===== src/rtl/keypad_scanner.sv =====
`default_nettype none
// ============================================================================
//  Module   : keypad_scanner
//  Purpose  : Matrix-keypad scanner. Drives one-cold columns, synchronises and
//             debounces the row returns, encodes confirmed presses into key
//             codes and hands them over with a valid/acknowledge handshake.
//  Revision : 1.0  initial release
// ============================================================================
module keypad_scanner #(
    parameter int ROWS      = 4,
    parameter int COLS      = 4,
    parameter int SCAN_DIV  = 1000,
    parameter int DB_FRAMES = 4,
    parameter int HEX_MAP   = 1,
    localparam int CODE_W   = (ROWS * COLS > 1) ? $clog2(ROWS * COLS) : 1
) (
    input  logic              clock,
    input  logic              reset_n,
    output logic [COLS-1:0]   col_drive,
    input  logic [ROWS-1:0]   row_in,
    output logic [CODE_W-1:0] key_code,
    output logic              key_valid,
    input  logic              key_ack,
    output logic              key_pressed,
    output logic              overrun
);

    localparam int ROW_W = (ROWS > 1) ? $clog2(ROWS) : 1;
    localparam int COL_W = (COLS > 1) ? $clog2(COLS) : 1;
    localparam int DIV_W = (SCAN_DIV > 1) ? $clog2(SCAN_DIV) : 1;
    localparam int CNT_W = $clog2(DB_FRAMES + 1);

    localparam logic [DIV_W-1:0] C_DWELL_LAST = DIV_W'(SCAN_DIV - 1);
    localparam logic [COL_W-1:0] C_COL_LAST   = COL_W'(COLS - 1);
    localparam logic [CNT_W-1:0] C_DB_LAST    = CNT_W'(DB_FRAMES - 1);

    localparam logic [1:0] S_SCAN    = 2'd0;
    localparam logic [1:0] S_CONFIRM = 2'd1;
    localparam logic [1:0] S_HELD    = 2'd2;

    logic [ROWS-1:0]   r_sync1;
    logic [ROWS-1:0]   r_rs;
    logic [DIV_W-1:0]  r_dwell;
    logic [COL_W-1:0]  r_col;
    logic [1:0]        r_state;
    logic [ROW_W-1:0]  r_cand_row;
    logic [ROWS-1:0]   r_cand_pat;
    logic [CNT_W-1:0]  r_match;
    logic [CNT_W-1:0]  r_rel;
    logic [CODE_W-1:0] r_code;
    logic              r_valid;
    logic              r_overrun;

    logic              w_sample;
    logic [ROWS-1:0]   w_low;
    logic              w_one_low;
    logic [ROW_W-1:0]  w_row_idx;
    logic [CODE_W-1:0] w_code;
    logic [1:0]        w_state_nxt;
    logic              w_col_adv;
    logic              w_latch;
    logic              w_match_inc;
    logic              w_load;
    logic              w_rel_inc;
    logic              w_rel_clr;

    // Two-flop synchroniser for the asynchronous row returns (idle = all ones)
    always_ff @(posedge clock or negedge reset_n) begin
        if (!reset_n) begin
            r_sync1 <= '1;
            r_rs    <= '1;
        end else begin
            r_sync1 <= row_in;
            r_rs    <= r_sync1;
        end
    end

    // Dwell counter; every column/state change happens on its wrap cycle,
    // so a free-running modulo count restarts at 0 on each change
    always_ff @(posedge clock or negedge reset_n) begin
        if (!reset_n) begin
            r_dwell <= '0;
        end else if (w_sample) begin
            r_dwell <= '0;
        end else begin
            r_dwell <= r_dwell + DIV_W'(1);
        end
    end

    assign w_sample = (r_dwell == C_DWELL_LAST);

    // Row decode: detect exactly one low row and find its index
    always_comb begin
        w_low     = ~r_rs;
        w_one_low = (w_low != '0) && ((w_low & (w_low - ROWS'(1))) == '0);
        w_row_idx = '0;
        for (int i = 0; i < ROWS; i++) begin
            if (!r_rs[i]) begin
                w_row_idx = ROW_W'(i);
            end
        end
    end

    // Key code encoding from the latched candidate row and frozen column
    generate
        if (HEX_MAP != 0) begin : g_hex_map
            assign w_code = CODE_W'((32'(r_cand_row) * 32'd4 + 32'(r_col) + 32'd1) % 32'd16);
        end else begin : g_linear_map
            assign w_code = CODE_W'(32'(r_cand_row) * 32'(COLS) + 32'(r_col));
        end
    endgenerate

    // FSM state register
    always_ff @(posedge clock or negedge reset_n) begin
        if (!reset_n) begin
            r_state <= S_SCAN;
        end else begin
            r_state <= w_state_nxt;
        end
    end

    // FSM next-state and datapath strobes, evaluated only at sample points
    always_comb begin
        w_state_nxt = r_state;
        w_col_adv   = 1'b0;
        w_latch     = 1'b0;
        w_match_inc = 1'b0;
        w_load      = 1'b0;
        w_rel_inc   = 1'b0;
        w_rel_clr   = 1'b0;
        if (w_sample) begin
            case (r_state)
                S_SCAN: begin
                    if (w_one_low) begin
                        w_latch     = 1'b1;
                        w_state_nxt = S_CONFIRM;
                    end else begin
                        w_col_adv = 1'b1;
                    end
                end
                S_CONFIRM: begin
                    if (r_rs == r_cand_pat) begin
                        if (r_match == C_DB_LAST) begin
                            w_load      = 1'b1;
                            w_state_nxt = S_HELD;
                        end else begin
                            w_match_inc = 1'b1;
                        end
                    end else begin
                        w_col_adv   = 1'b1;
                        w_state_nxt = S_SCAN;
                    end
                end
                S_HELD: begin
                    if (&r_rs) begin
                        if (r_rel == C_DB_LAST) begin
                            w_col_adv   = 1'b1;
                            w_state_nxt = S_SCAN;
                        end else begin
                            w_rel_inc = 1'b1;
                        end
                    end else begin
                        w_rel_clr = 1'b1;
                    end
                end
                default: begin
                    w_state_nxt = S_SCAN;
                end
            endcase
        end
    end

    // Column index, candidate latch and debounce counters
    always_ff @(posedge clock or negedge reset_n) begin
        if (!reset_n) begin
            r_col      <= '0;
            r_cand_row <= '0;
            r_cand_pat <= '1;
            r_match    <= '0;
            r_rel      <= '0;
        end else begin
            if (w_col_adv) begin
                r_col <= (r_col == C_COL_LAST) ? '0 : r_col + COL_W'(1);
            end
            if (w_latch) begin
                r_cand_row <= w_row_idx;
                r_cand_pat <= r_rs;
            end
            if (w_state_nxt != r_state) begin
                r_match <= '0;
                r_rel   <= '0;
            end else begin
                if (w_match_inc) begin
                    r_match <= r_match + CNT_W'(1);
                end
                if (w_rel_clr) begin
                    r_rel <= '0;
                end else if (w_rel_inc) begin
                    r_rel <= r_rel + CNT_W'(1);
                end
            end
        end
    end

    // Output handshake: a load wins over an acknowledge in the same cycle
    always_ff @(posedge clock or negedge reset_n) begin
        if (!reset_n) begin
            r_code    <= '0;
            r_valid   <= 1'b0;
            r_overrun <= 1'b0;
        end else begin
            if (w_load) begin
                r_code <= w_code;
            end
            if (w_load) begin
                r_valid <= 1'b1;
            end else if (key_ack) begin
                r_valid <= 1'b0;
            end
            if (w_load && r_valid && !key_ack) begin
                r_overrun <= 1'b1;
            end else if (key_ack) begin
                r_overrun <= 1'b0;
            end
        end
    end

    // FSM outputs: one-cold column drive and held-key indication
    always_comb begin
        col_drive   = ~(COLS'(1) << r_col);
        key_pressed = (r_state == S_HELD);
    end

    assign key_code  = r_code;
    assign key_valid = r_valid;
    assign overrun   = r_overrun;

endmodule
`default_nettype wire


===== config.mk =====
export PLATFORM = sky130hd
export DESIGN_NAME = keypad_scanner
export DESIGN_NICKNAME = d
export VERILOG_FILES = /design/src/rtl/keypad_scanner.sv
export SDC_FILE = /design/constraint.sdc
export NUM_CORES = 1
export LEC_CHECK = 0
export BUFFER_PORTS_ARGS = -buffer_cell sky130_fd_sc_hd__buf_2
export CAP_MARGIN = 20
export CORE_MARGIN = 8
export CORE_UTILIZATION = 25
export DETAILED_ROUTE_END_ITERATION = 8
export GPL_TIMING_DRIVEN = 0
export PLACE_DENSITY = 0.39
export SLEW_MARGIN = 40
export SYNTH_ARGS = -nofsm -noshare
export SYNTH_HDL_FRONTEND = slang
export SYNTH_SLANG_ARGS = --single-unit

===== constraint.sdc =====
create_clock -name clock -period 1.8 [get_ports clock]
set_clock_uncertainty 0.1 [all_clocks]
set_input_delay 0.09 -clock clock [delete_from_list [all_inputs] [get_ports clock]]
set_output_delay 0.09 -clock clock [all_outputs]
set_load 0.02 [all_outputs]

* After elaboration in Yosys (flattened, before gate mapping)
Cells that the tools add are included.
W data, S select, Z words.
** Word-level totals
- Register bits after elaboration :: 40
- Output and inout port bits :: 11
- Logic and storage cells :: 87
** Cells by class
- Add/sub/neg operators :: 7
- Equality and inequality tests :: 8
- Shifts and indexed selects :: 1
- Multiplexer cells :: 44
- Bitwise logic cells :: 3
- Reductions and logical operators :: 12
** Operators with widths (number)
- $mux W1 :: 27
- $mux W2 :: 9
- $mux W3 :: 5
- $add A10 B1 Y10 const B :: 1
- $eq A10 B10 Y1 const B :: 1
- $mux W10 :: 1
- $not A4 Y4 :: 2
- $add A3 B1 Y3 const B :: 2
- $eq A3 B2 Y1 const B :: 2
- $pmux W2 S3 :: 1
- $reduce_bool A2 Y1 :: 3
- $add A4 B1 Y4 const B :: 1
- $add A4 B2 Y4 :: 1
- $and A4 B4 Y4 :: 1
- $eq A2 B2 Y1 const B :: 2
- $eq A4 B4 Y1 :: 1
- $logic_not A4 Y1 :: 1
- $reduce_and A4 Y1 :: 1
- $reduce_bool A4 Y1 :: 1
- $shl A1 B2 Y4 const A :: 1
- $sub A4 B1 Y4 const B :: 1
- $logic_and A1 B1 Y1 :: 3
- $pmux W1 S3 :: 1
- $reduce_bool A3 Y1 :: 1
- 5 further kinds :: 5

* Longest topological paths before layout
- Word-level depth :: 10
- Mapped depth :: 7
- Gate-level depth less buffers :: 7

* Least setup slack after synthesis
OpenSTA, ideal clock, no wires.
- Path kind :: register -> register
- Start point :: register r_rs[0]
- End point :: register r_col[1]
- Setup time :: 125 ps
- Arrival time :: 1614 ps
- Data required time :: 1575 ps
- Slack :: -39 ps
- Stages on the path, launching flop included :: 7
- Path buffers :: 1
- Period minus slack after synthesis :: 1839 ps
- Cell sequence :: dfstp_2 buf_6 xnor2_1 mux2i_1 a221oi_2 o21a_1 mux2_4
** Between the ends
- Longest elaborated chain between the ends :: 8
- Elaborated cells on any way between the ends :: 13
- Classes of those cells :: add/sub (1); eq/ne (1); mux (5); bitwise (2); reduce/logical (4)
** Ends and longest elaborated chain
- from (decl) :: line 42 : logic [ROWS-1:0] r_rs;
- from (signal assigned) :: line 74 : r_rs <= r_sync1;
- $not A4 Y4 :: line 94 : w_low = ~r_rs;
- $sub A4 B1 Y4 :: line 95 : w_one_low = (w_low != '0) && ((w_low & (w_low - ROWS'(1))) == '0);
- $and A4 B4 Y4 :: line 95
- $logic_not A4 Y1 :: line 95
- $logic_and A1 B1 Y1 :: line 95
- $mux W1 :: line 134 : if (w_one_low) begin
- $pmux W1 S3 (*) :: line 132 : case (r_state)
- $mux W1 (*) :: line 131 : if (w_sample) begin
- to (signal assigned) :: line 183 : r_col <= (r_col == C_COL_LAST) ? '0 : r_col + COL_W'(1);
- to (decl) :: line 44 : logic [COL_W-1:0] r_col;
Mark *: on every way between the ends. The rest lies on a longest branch, timed or not.
A chain may end at the register's enable or synchronous reset.

* Worst setup path after layout
- Start point :: register r_rs[1]
- End point :: register r_col[1]
Same word-level chain as after synthesis.

==> impl_metrics.toml <==
[status]
outcome = "finished, violations left"
violations = "setup timing"

[placement]
dpl-instance-area_mm2 = 0.002272
hpwl_um = 2606
routabilityCongestion = 0.7157
port_buffers = 17

[cells_and_area]
n_antenna_cell = 0
final_cell_mix = "28 x dfrtp_1, 16 x buf_2, 15 x nor2_1"
area_growth_pct = 28.53
design_area_mm2 = 0.002633
nNetsFinal = 233
drive_gt1_share_pct = 40.37
final_common_cell = "dfrtp_1"

[setup_path]
r2r_end = "r_col[1]$_DFFE_PN0P_"
critPathCaptureType = "register"
crit_type = "reg -> reg"
timing.rr.start = "r_rs[1]$_DFF_PN1_"
slowest_stage = "dfstp_2"
arrival_ns = 1.95
cp.required_ns = 1.89
r2r_cells = 6
crit_chain = "buf_6, xnor2_2, mux2i_1, a221oi_2, o21a_1, mux2_4"
critPathLaunchType = "register"
critPathMaxFanout = 5
critPathMaxStageDelay_ns = 0.53
regToRegSetupSlack_ns = -0.07

[die]
rows = 33
io_pins = 18
dieWidth_um = 106.5
core_mm2 = 0.008093
die_h_um = 106.5
start_util_pct = 25.31
die_area_mm2 = 0.01135

[pwr]
seqPwrFrac_pct = 55.1
peakVddDrop_mv = 0.3123
power.internal_mw = 1.280
p_leak_nw = 1.227
netSwitchingPower_uw = 387.0
pwr-share-clk_pct = 37.9
p_per_area_mw_per_mm2 = 633.4
combPwrFrac_pct = 7.0
power_switching_share_pct = 23.21

[timing]
finalMaxSlewViolations = 0
tns_ns = -0.08328
hold_ws_ns = 0.2043
rsz0062_at_grt = "yes"
final-setup-viol-count = 3
max_slew_margin_pct = 65.08
hold_viol = 0
setup_ws_ns = -0.06648
finalCritPeriodShare_pct = 103.7
worst_slew_pin_slew_ns = 0.5239
finalCriticalPeriod_ns = 1.866
max_freq_mhz = 535.8

[global_routing]
grt_pass1_vias = 1305
antenna_found_initial = 0
grt_pass1_wl_um = 6437
gr-total-overflow = 0
grt_max_degree = 41
grtUsageTotal_pct = 7.152

[clock_tree]
cts_htree_levels = 2
cts_buffers = 5
insertion_delay_ns = 0.30
cts_root_buf = "clkbuf_8"
path_clk_slew_ns = 0.08
clock-sinks = 40
clockBufferDepth = 2
cts_tree = "yes"

[synthesis]
avgSynthCellArea_um2 = 11.98
ys.flop_type = "dfrtp_1"
synthArstFlopShare_pct = 100.0
synth.largest_area_cell = "dfrtp_1"
ys_top_cells_by_area = "dfrtp_1 34%, dfstp_2 15%, ha_1 5.5%, mux2_4 3.7%, xor2_1 3.0%"
ys_types = 41
synth_top_cell_area_share_pct = 34.21
syn-cell-area_mm2 = 0.002048
synth_edf_count = 0
ys_ff_latch = 40
synth_nets = 187
synthCells = 171
yosysWarnings = 0
synth.yosys.seq_area_share_pct = 49.60

[worst_hold_path]
worstHoldPathType = "in -> async"

[detailed_routing]
drtAntennaViolNets = 0
num_vias = 1312
drt-total-wl_um = 4070
wl_per_cell_um = 12.60
first_pass_iters = 4
avgViaCountPerCell = 4.062
initialDrtViolationCount = 21
drc = 0

[run]
maxCapViolCount = 0
==> metrics by stage <==
step | utilization, % | cells | worst slack, ns | total power [mW]
after floorplan | - | 171 | 0.002082 | 0.9806
after global placement | 28.05 | 293 | -0.1315 | 1.014
after detailed placement | 28.08 | 293 | -0.1645 | 1.015
after CTS | 31.45 | 318 | -0.1015 | 1.679
after global routing | 32.53 | 323 | -0.1333 | 1.735
final | 32.53 | 323 | -0.06648 | 1.667
==> worst max path at each step <==
stage	endpoint	startpoint	slack (ns)	cells after the start
2_1_floorplan	r_col[1]$_DFFE_PN0P_	r_rs[2]$_DFF_PN1_	0.002	6
3_3_place_gp	r_rel[2]$_DFFE_PN0P_	r_dwell[0]$_DFF_PN0_	-0.13	6
3_5_place_dp	r_rel[1]$_DFFE_PN0P_	r_dwell[0]$_DFF_PN0_	-0.16	6
4_1_cts	r_col[1]$_DFFE_PN0P_	r_rs[0]$_DFF_PN1_	-0.10	6
5_1_grt	r_col[1]$_DFFE_PN0P_	r_rs[0]$_DFF_PN1_	-0.13	6
6_report	r_col[1]$_DFFE_PN0P_	r_rs[1]$_DFF_PN1_	-0.07	6
==> registers in the layout, indices dropped and copies added (netlist names) <==
signal and flops:
r_rel 3, r_state 2, r_dwell 10, r_col 2
r_cand_row 2, r_cand_pat 4, overrun 1, r_sync1 4
r_match 3, key_valid 1, key_code 4, r_rs 4
==> final cells by class <==
cell class,instances,area [µm²]
Inverter,13,48.80
Clock inverter,2,10.01
Sequential cell,40,1016
Clock buffer,6,82.58
Tap cell,105,131.4
Timing Repair Buffer,38,270.3
Multi-Input combinational cell,114,1013
Fill cell,838,5460
Buffer,5,60.06
==> synthesized netlist by cell type, types with 2 or more instances <==
master	number
xnor2_1	3
dfrtp_1	28
buf_6	4
a21oi_1	2
mux2_4	5
mux2_1	5
mux2i_1	2
nand2b_1	2
o21ai_1	5
nor2b_1	2
a22oi_1	3
o21ai_0	4
xor2_1	7
nand3_1	5
nand2_1	13
and3_1	3
ha_1	9
nand4_4	2
dfstp_2	12
nand4_1	3
nor2_1	15
o31ai_1	2
xnor2_2	3
and2_1	2
inv_1	13
nand4b_1	2
==> per-layer routing <==
layer,share of wire [%],track usage [%]
met1,49,9.279
met2,45,10.55
met3,5.1,2.662
met4,0.96,2.714
met5,0,0
==> worst max-delay path, delay by kind of cell, from the launching register on <==
kind,cells,cell delay [ns]
multiplexers,2,0.42
AO/OA/AOI/OAI,2,0.48
buffers and inverters,1,0.12
flip-flops,1,0.53
XOR/XNOR,1,0.12
==> cells by family after synthesis <==
family          Yosys count  share of synthesized area [%]
flops                    40                          49.60
fa+ha+maj                 9                          5.498
compound gates           21                          6.842
simple gates             57                          17.72
mux                      12                          7.391
buf+inv                  18                          4.948
xor+xnor                 14                          8.003
==> power by group through the flow <==
stage / registers [mW] / logic (mW) / clock network [mW]
4_1_cts: 0.918 / 0.105 / 0.656
5_1_grt: 0.919 / 0.129 / 0.687
3_3_place_gp: 0.935 / 0.0799 / 0
3_5_place_dp: 0.935 / 0.0806 / 0
2_1_floorplan: 0.934 / 0.0463 / 0
6_report: 0.918 / 0.117 / 0.632
==> timing repair <==
action / CTS / global route
pin swaps: 7 / 9
hold buffers: 6 / 0
gates resized for setup: 7 / 9
setup buffers: 10 / 5
endpoints found under the hold margin: 34 / 0
setup endpoints to repair: 18 / 18
gates cloned: 1 / 0
No activity file was read; power rests on OpenSTA's default activity.
